**config.mk**
```make
export PLATFORM = sky130hd
export DESIGN_NAME = h264dc_hadamard_flat
export DESIGN_NICKNAME = d
export VERILOG_FILES = /design/src/rtl/h264dc_hadamard_if.sv /design/src/rtl/h264dc_hadamard.sv /design/src/flat_wrapper.sv
export SDC_FILE = /design/constraint.sdc
export NUM_CORES = 2
export LEC_CHECK = 0
export CAP_MARGIN = 20
export CORE_MARGIN = 2
export CORE_UTILIZATION = 35
export DETAILED_ROUTE_END_ITERATION = 6
export GPL_ROUTABILITY_DRIVEN = 1
export GPL_TIMING_DRIVEN = 1
export PLACE_DENSITY = 0.49
export SKIP_CTS_REPAIR_TIMING = 1
export SLEW_MARGIN = 10
export SYNTH_ARGS = -nofsm -noshare
export SYNTH_HDL_FRONTEND = slang
export SYNTH_SLANG_ARGS = --single-unit
```
**constraint.sdc**
```tcl
create_clock -name CLK -period 11.7 [get_ports CLK]
set_input_delay 2.34 -clock CLK [delete_from_list [all_inputs] [get_ports CLK]]
set_output_delay 2.34 -clock CLK [all_outputs]
set_load 0.05 [all_outputs]
```
**src/rtl/h264dc_hadamard_if.sv**
```systemverilog
`default_nettype none
// ============================================================================
// Module   : h264dc_hadamard_if
// Brief    : Sample-in / coefficient-out handshake bundle for the DC Hadamard
//            transform. "master" is the surrounding pipeline (drives samples
//            and READYO), "slave" is the transform block.
// Revision : 1.0  initial release
// ============================================================================
interface h264dc_hadamard_if #(
  parameter int IN_WIDTH  = 16,
  parameter int OUT_WIDTH = 20
);
  logic                        READYI;
  logic                        ENABLE;
  logic                        MODE;
  logic signed [IN_WIDTH-1:0]  XXIN;
  logic                        VALID;
  logic signed [OUT_WIDTH-1:0] YYOUT;
  logic [3:0]                  YYIDX;
  logic                        LAST;
  logic                        READYO;

  modport master (
    output ENABLE, MODE, XXIN, READYO,
    input  READYI, VALID, YYOUT, YYIDX, LAST
  );

  modport slave (
    input  ENABLE, MODE, XXIN, READYO,
    output READYI, VALID, YYOUT, YYIDX, LAST
  );
endinterface
`default_nettype wire

```
**src/rtl/h264dc_hadamard.sv**
```systemverilog
`default_nettype none
// ============================================================================
// Module   : h264dc_hadamard
// Brief    : DC-coefficient Hadamard transform for 2x2 chroma DC (MODE=0) and
//            4x4 Intra16x16 luma DC (MODE=1) blocks. Collects a block
//            serially, runs a row pass then a column pass (one cycle each),
//            and emits unscaled full-precision results in raster order.
// Revision : 1.0  initial release
// ============================================================================
module h264dc_hadamard #(
  parameter int IN_WIDTH  = 16,
  parameter int OUT_WIDTH = 20,
  parameter int TOGETHER  = 0
) (
  input  wire logic        CLK,
  input  wire logic        RESET,
  h264dc_hadamard_if.slave bus
);

  // Negative-sign positions of H4, bit index = row*4 + col.
  // Rows: [+ + + +] [+ + - -] [+ - - +] [+ - + -]
  localparam logic [15:0] c_H4_NEG = 16'hA6C0;
  // Negative-sign positions of H2, bit index = row*2 + col: only (1,1).
  localparam logic [3:0]  c_H2_NEG = 4'b1000;

  typedef enum logic [1:0] {
    S_LOAD = 2'd0,
    S_ROW  = 2'd1,
    S_COL  = 2'd2,
    S_OUT  = 2'd3
  } state_t;

  state_t                      r_state;
  state_t                      w_state_nxt;

  logic signed [IN_WIDTH-1:0]  r_buf [16];
  logic signed [OUT_WIDTH-1:0] r_row [16];
  logic signed [OUT_WIDTH-1:0] r_col [16];
  logic signed [OUT_WIDTH-1:0] w_row [16];
  logic signed [OUT_WIDTH-1:0] w_col [16];

  logic                        r_mode;
  logic [3:0]                  r_cnt;
  logic                        r_valid;
  logic signed [OUT_WIDTH-1:0] r_yyout;
  logic [3:0]                  r_yyidx;
  logic                        r_last;

  logic                        w_ready;
  logic                        w_accept;
  logic                        w_emit;
  logic                        w_cnt_end;
  logic [3:0]                  w_last_idx;

  // Ready is held low during reset so nothing is accepted while aborting.
  assign w_ready    = (r_state == S_LOAD) && !RESET;
  assign w_accept   = w_ready && bus.ENABLE;
  // Once coefficient 0 has gone out, a grouped block ignores backpressure.
  assign w_emit     = bus.READYO || ((TOGETHER != 0) && (r_cnt != 4'd0));
  // r_mode is already latched whenever r_cnt can reach the final index.
  assign w_last_idx = r_mode ? 4'd15 : 4'd3;
  assign w_cnt_end  = (r_cnt == w_last_idx);

  assign bus.READYI = w_ready;
  assign bus.VALID  = r_valid;
  assign bus.YYOUT  = r_yyout;
  assign bus.YYIDX  = r_yyidx;
  assign bus.LAST   = r_last;

  // Row pass: T[r][j] = sum_c X[r][c] * H[j][c], sign-extended to OUT_WIDTH.
  always_comb begin
    for (int k = 0; k < 16; k++) begin
      w_row[k] = '0;
    end
    if (r_mode) begin
      for (int r = 0; r < 4; r++) begin
        for (int j = 0; j < 4; j++) begin
          for (int c = 0; c < 4; c++) begin
            if (c_H4_NEG[j*4+c]) begin
              w_row[r*4+j] = w_row[r*4+j] - OUT_WIDTH'(r_buf[r*4+c]);
            end else begin
              w_row[r*4+j] = w_row[r*4+j] + OUT_WIDTH'(r_buf[r*4+c]);
            end
          end
        end
      end
    end else begin
      for (int r = 0; r < 2; r++) begin
        for (int j = 0; j < 2; j++) begin
          for (int c = 0; c < 2; c++) begin
            if (c_H2_NEG[j*2+c]) begin
              w_row[r*2+j] = w_row[r*2+j] - OUT_WIDTH'(r_buf[r*2+c]);
            end else begin
              w_row[r*2+j] = w_row[r*2+j] + OUT_WIDTH'(r_buf[r*2+c]);
            end
          end
        end
      end
    end
  end

  // Column pass: Y[i][j] = sum_r H[i][r] * T[r][j].
  always_comb begin
    for (int k = 0; k < 16; k++) begin
      w_col[k] = '0;
    end
    if (r_mode) begin
      for (int i = 0; i < 4; i++) begin
        for (int j = 0; j < 4; j++) begin
          for (int r = 0; r < 4; r++) begin
            if (c_H4_NEG[i*4+r]) begin
              w_col[i*4+j] = w_col[i*4+j] - r_row[r*4+j];
            end else begin
              w_col[i*4+j] = w_col[i*4+j] + r_row[r*4+j];
            end
          end
        end
      end
    end else begin
      for (int i = 0; i < 2; i++) begin
        for (int j = 0; j < 2; j++) begin
          for (int r = 0; r < 2; r++) begin
            if (c_H2_NEG[i*2+r]) begin
              w_col[i*2+j] = w_col[i*2+j] - r_row[r*2+j];
            end else begin
              w_col[i*2+j] = w_col[i*2+j] + r_row[r*2+j];
            end
          end
        end
      end
    end
  end

  // Next-state decode for the load / row / column / output sequence.
  always_comb begin
    w_state_nxt = r_state;
    case (r_state)
      S_LOAD:  if (w_accept && w_cnt_end) w_state_nxt = S_ROW;
      S_ROW:   w_state_nxt = S_COL;
      S_COL:   w_state_nxt = S_OUT;
      S_OUT:   if (w_emit && w_cnt_end) w_state_nxt = S_LOAD;
      default: w_state_nxt = S_LOAD;
    endcase
  end

  // State register; reset aborts any block in flight.
  always_ff @(posedge CLK or posedge RESET) begin
    if (RESET) begin
      r_state <= S_LOAD;
    end else begin
      r_state <= w_state_nxt;
    end
  end

  // Sample buffer and pass banks; stale contents are harmless since the
  // counter restarts at zero and every entry is rewritten before use.
  always_ff @(posedge CLK) begin
    if (r_state == S_LOAD && w_accept) begin
      r_buf[r_cnt] <= bus.XXIN;
    end
    if (r_state == S_ROW) begin
      r_row <= w_row;
    end
    if (r_state == S_COL) begin
      r_col <= w_col;
    end
  end

  // Sample/coefficient counter, mode latch and registered output stage.
  always_ff @(posedge CLK or posedge RESET) begin
    if (RESET) begin
      r_mode  <= 1'b0;
      r_cnt   <= 4'd0;
      r_valid <= 1'b0;
      r_yyout <= '0;
      r_yyidx <= 4'd0;
      r_last  <= 1'b0;
    end else begin
      r_valid <= 1'b0;
      r_last  <= 1'b0;
      case (r_state)
        S_LOAD: begin
          if (w_accept) begin
            if (r_cnt == 4'd0) begin
              r_mode <= bus.MODE;
            end
            r_cnt <= w_cnt_end ? 4'd0 : r_cnt + 4'd1;
          end
        end
        S_OUT: begin
          if (w_emit) begin
            r_valid <= 1'b1;
            r_yyout <= r_col[r_cnt];
            r_yyidx <= r_cnt;
            r_last  <= w_cnt_end;
            r_cnt   <= w_cnt_end ? 4'd0 : r_cnt + 4'd1;
          end
        end
        default: begin
        end
      endcase
    end
  end

endmodule
`default_nettype wire

```
**src/flat_wrapper.sv**
```systemverilog
// flat-port wrapper written by rule: the top's interface ports become plain ports
module h264dc_hadamard_flat 
#(
  parameter int IN_WIDTH  = 16,
  parameter int OUT_WIDTH = 20,
  parameter int TOGETHER  = 0
)
  (CLK, RESET, bus_ENABLE, bus_MODE, bus_XXIN, bus_READYO, bus_READYI, bus_VALID, bus_YYOUT, bus_YYIDX, bus_LAST);
  h264dc_hadamard_if #(.IN_WIDTH(IN_WIDTH), .OUT_WIDTH(OUT_WIDTH)) bus_i ();
  input  wire logic CLK;
  input  wire logic RESET;
  input wire logic [$bits(bus_i.ENABLE)-1:0] bus_ENABLE;
  input wire logic [$bits(bus_i.MODE)-1:0] bus_MODE;
  input wire logic [$bits(bus_i.XXIN)-1:0] bus_XXIN;
  input wire logic [$bits(bus_i.READYO)-1:0] bus_READYO;
  output wire logic [$bits(bus_i.READYI)-1:0] bus_READYI;
  output wire logic [$bits(bus_i.VALID)-1:0] bus_VALID;
  output wire logic [$bits(bus_i.YYOUT)-1:0] bus_YYOUT;
  output wire logic [$bits(bus_i.YYIDX)-1:0] bus_YYIDX;
  output wire logic [$bits(bus_i.LAST)-1:0] bus_LAST;
  assign bus_i.ENABLE = bus_ENABLE;
  assign bus_i.MODE = bus_MODE;
  assign bus_i.XXIN = bus_XXIN;
  assign bus_i.READYO = bus_READYO;
  assign bus_READYI = bus_i.READYI;
  assign bus_VALID = bus_i.VALID;
  assign bus_YYOUT = bus_i.YYOUT;
  assign bus_YYIDX = bus_i.YYIDX;
  assign bus_LAST = bus_i.LAST;
  h264dc_hadamard #(.IN_WIDTH(IN_WIDTH), .OUT_WIDTH(OUT_WIDTH), .TOGETHER(TOGETHER)) u_core (.CLK(CLK), .RESET(RESET), .bus(bus_i));
endmodule
```
==> impl_metrics.env <==
export IMPL_clk_pin_slew_ns=0.06
export IMPL_place_congestion=0.979
export IMPL_synth_top_area_share_pct=26.2
export IMPL_htreeDepth=4
export IMPL_synth_seq_cells=928
export IMPL_hp_class="flip-flop to flip-flop"
export IMPL_yosysSeqAreaShare_pct=27.0
export IMPL_violations="design-rule violations"
export IMPL_synth_cells=11500
export IMPL_viasPerCell=5.59
export IMPL_die_w_um=546
export IMPL_grt_pass1_vias=84100
export IMPL_numCtsBuffers=135
export IMPL_finClkSkew_ns=0.0485
export IMPL_critPathRequiredTime_ns=12.27
export IMPL_synthTopCellsByArea="edfxtp_1, ha_1, xnor2_1, a21oi_1, nor2_1"
export IMPL_area_growth_pct=9.40
export IMPL_setup_tns_ns=0
export IMPL_grt_use_met3_pct=3.23
export IMPL_slew_headroom_pct=17.7
export IMPL_synth_nets=13200
export IMPL_startpoint_type="flip-flop"
export IMPL_maxSlewViolCount=0
export IMPL_wirelength_um=437000
export IMPL_placed_cell_area_um2=108000
export IMPL_drv_cap=0
export IMPL_worstPathArrival_ns=8.09
export IMPL_cts_sinks=928
export IMPL_ios=48
export IMPL_multiInputGateArea_um2=69800
export IMPL_ys_flop_type="edfxtp_1"
export IMPL_grt_usage_pct=28.4
export IMPL_vias=86700
export IMPL_die_y_um=546
export IMPL_firstDrtPassIters=7
export IMPL_detail_route_wl_per_cell_um=28.1
export IMPL_setup_violations_final=0
export IMPL_min_period_ns=7.52
export IMPL_start_util_pct=35.2
export IMPL_drive_gt1_share_pct=4.73
export IMPL_seq_area_um2=27700
export IMPL_num_rows=198
export IMPL_dp_hpwl_um=369000
export IMPL_end_kind="flip-flop"
export IMPL_fin_nets=13200
export IMPL_synth_edf_count=895
export IMPL_finalWorstSetupSlack_ns=4.18
export IMPL_ant_nets=0
export IMPL_worst_pin_slew_ns=1.23
export IMPL_outcome="complete, but fails checks"
export IMPL_overflow=0
export IMPL_synth_area_per_cell_um2=8.90
export IMPL_final_area_um2=112000
export IMPL_yosysWarnings=0
export IMPL_nFillCells=29300
export IMPL_first_iter_violations=8035
export IMPL_antenna_found_initial=59
export IMPL_grt_first_pass_wirelength_um=607000
export IMPL_synth_largest_area_cell="edfxtp_1"
export IMPL_ys_async_sr_fraction_pct=3.56
export IMPL_path_class="flip-flop to flip-flop"
export IMPL_gr_max_usage_layer="met2"
export IMPL_hold_ws_ns=0.505
export IMPL_grt_max_degree=154
export IMPL_grt_util_met1_pct=38.2
export IMPL_die_area_um2=298000
export IMPL_dp_slack_ns=4.11
export IMPL_hold_viol=0
export IMPL_crit_fanout=7
export IMPL_grtUsageMet2_pct=47.4
export IMPL_core_area_um2=291000
export IMPL_ys_types=99
export IMPL_clockBufferDepth=4
export IMPL_clk_insertion_delay_late_ns=0.85
export IMPL_drcViolationCount=1
export IMPL_netlist_area_um2=103000
export IMPL_numPortBuffers=47
export IMPL_timing_fmax_mhz=133
export IMPL_cts_root_buf="clkbuf_16"
export IMPL_period_share_pct=64.3
export IMPL_rsz0062_at_grt="no"
export IMPL_cts_tree="built"
-- worst max-delay path: stages (launching register included) --
cell and delay, ns:
edfxtp_1 0.48, inv_1 0.19, ha_1 0.19, inv_2 0.04, fa_1 0.40, a21o_1 0.18, a21oi_1 0.22, o21bai_1 0.11
a21oi_1 0.24, o21bai_1 0.18, a21oi_1 0.32, xnor2_1 0.20, ha_1 0.38, nor2_1 0.28, nand2_1 0.21, a211oi_1 0.71
nor3_1 0.13, o21bai_1 0.27, xnor2_1 0.16, ha_1 0.32, nand3_1 0.10, nand2_1 0.05, a41oi_1 0.40, a21oi_1 0.19
a41o_1 0.34, o41ai_1 0.28, xnor3_1 0.48, and2_1 0.17
-- area by class of cell --
type	count	share of cell area [%]
clock buffer	150	3.12
clock inverter	87	0.897
antenna	15	0.0334
multi-input combinational	9200	62.1
tap	3900	4.35
inverter	1083	3.63
sequential	928	24.7
timing repair buffer	150	1.15
-- layer usage --
layer  share of wire, %  up-vias
li1                   -    40900
met1                 44    42800
met2                 46     2487
met3                5.8      469
met4                3.6       16
met5              0.024        -
-- cell usage in the layout (no fill, tap or decap), types with 95 or more instances in the layout --
cell type,synthesis,routed
or3_1,123,123
xnor2_1,872,868
nor3_1,322,317
mux4_2,100,100
nor2b_1,184,184
a21oi_1,1033,1032
nand2b_1,189,189
xor2_1,429,429
inv_1,1059,1058
o21bai_1,290,290
o21ai_0,301,296
o21a_1,122,122
nor2_1,1320,1312
ha_1,1599,1597
nand2_1,440,440
a21o_1,272,272
clkbuf_16,0,138
nand3_1,156,156
and2_1,95,95
a211oi_1,97,97
o21ai_1,204,208
edfxtp_1,895,895
-- final timing paths --
check                                    startpoint                   end  slack [ns]  cells past startpoint
worst max-delay path              u_core.r_row[280]      u_core.r_col[59]        4.18                     27
worst min-delay path            u_core.bus.YYOUT[6]   u_core.bus.YYOUT[6]        0.50                      1
worst max register to register    u_core.r_row[280]      u_core.r_col[59]        4.18                     27
worst min register to register  u_core.bus.YYOUT[6]   u_core.bus.YYOUT[6]        0.50                      1
max in group asynchronous                     RESET         u_core.r_mode        9.10                      3
min in group asynchronous                     RESET  u_core.bus.YYOUT[11]        2.03                      3
-- cells by family after synthesis --
kind of cell	share of synthesized area, %
adders and majority gates	21.1
DFF	27.0
muxes	2.75
xor gates and xnor gates	11.4
AOI/OAI and AO/OA	18.4
buffers and inverters	5.15
and+or+nand+nor	14.1
-- state kept, by name, indices dropped and copies added, names as in the netlist --
signal	count
u_core.r_col	320
u_core.bus.LAST	1
u_core.r_cnt	4
u_core.r_row	319
u_core.bus.VALID	1
u_core.r_mode	1
u_core.bus.YYIDX	4
u_core.bus.YYOUT	20
u_core.r_buf	256
u_core.r_state	2
-- synthesized netlist by cell type (156+ instances only) --
library cell / instances
clkbuf_1: 279
nor3_1: 322
a21oi_1: 1033
xnor2_1: 872
a21o_1: 272
ha_1: 1599
o21ai_1: 204
nand2_1: 440
nor2_1: 1320
nand2b_1: 189
nor2b_1: 184
o21bai_1: 290
xor2_1: 429
nand3_1: 156
inv_1: 1059
edfxtp_1: 895
o21ai_0: 301
-- metrics by stage --
stage | instances | util, %
after floorplan | 11500 | -
after global placement | 15300 | 37.0
after detailed placement | 15300 | 37.0
after CTS | 15500 | 38.5
after global routing | 15500 | 38.5
final | 15500 | 38.5
Power is left out: the tool's default activity adds up to more than one toggle a clock period on the data nets, which glitch-free logic cannot reach.
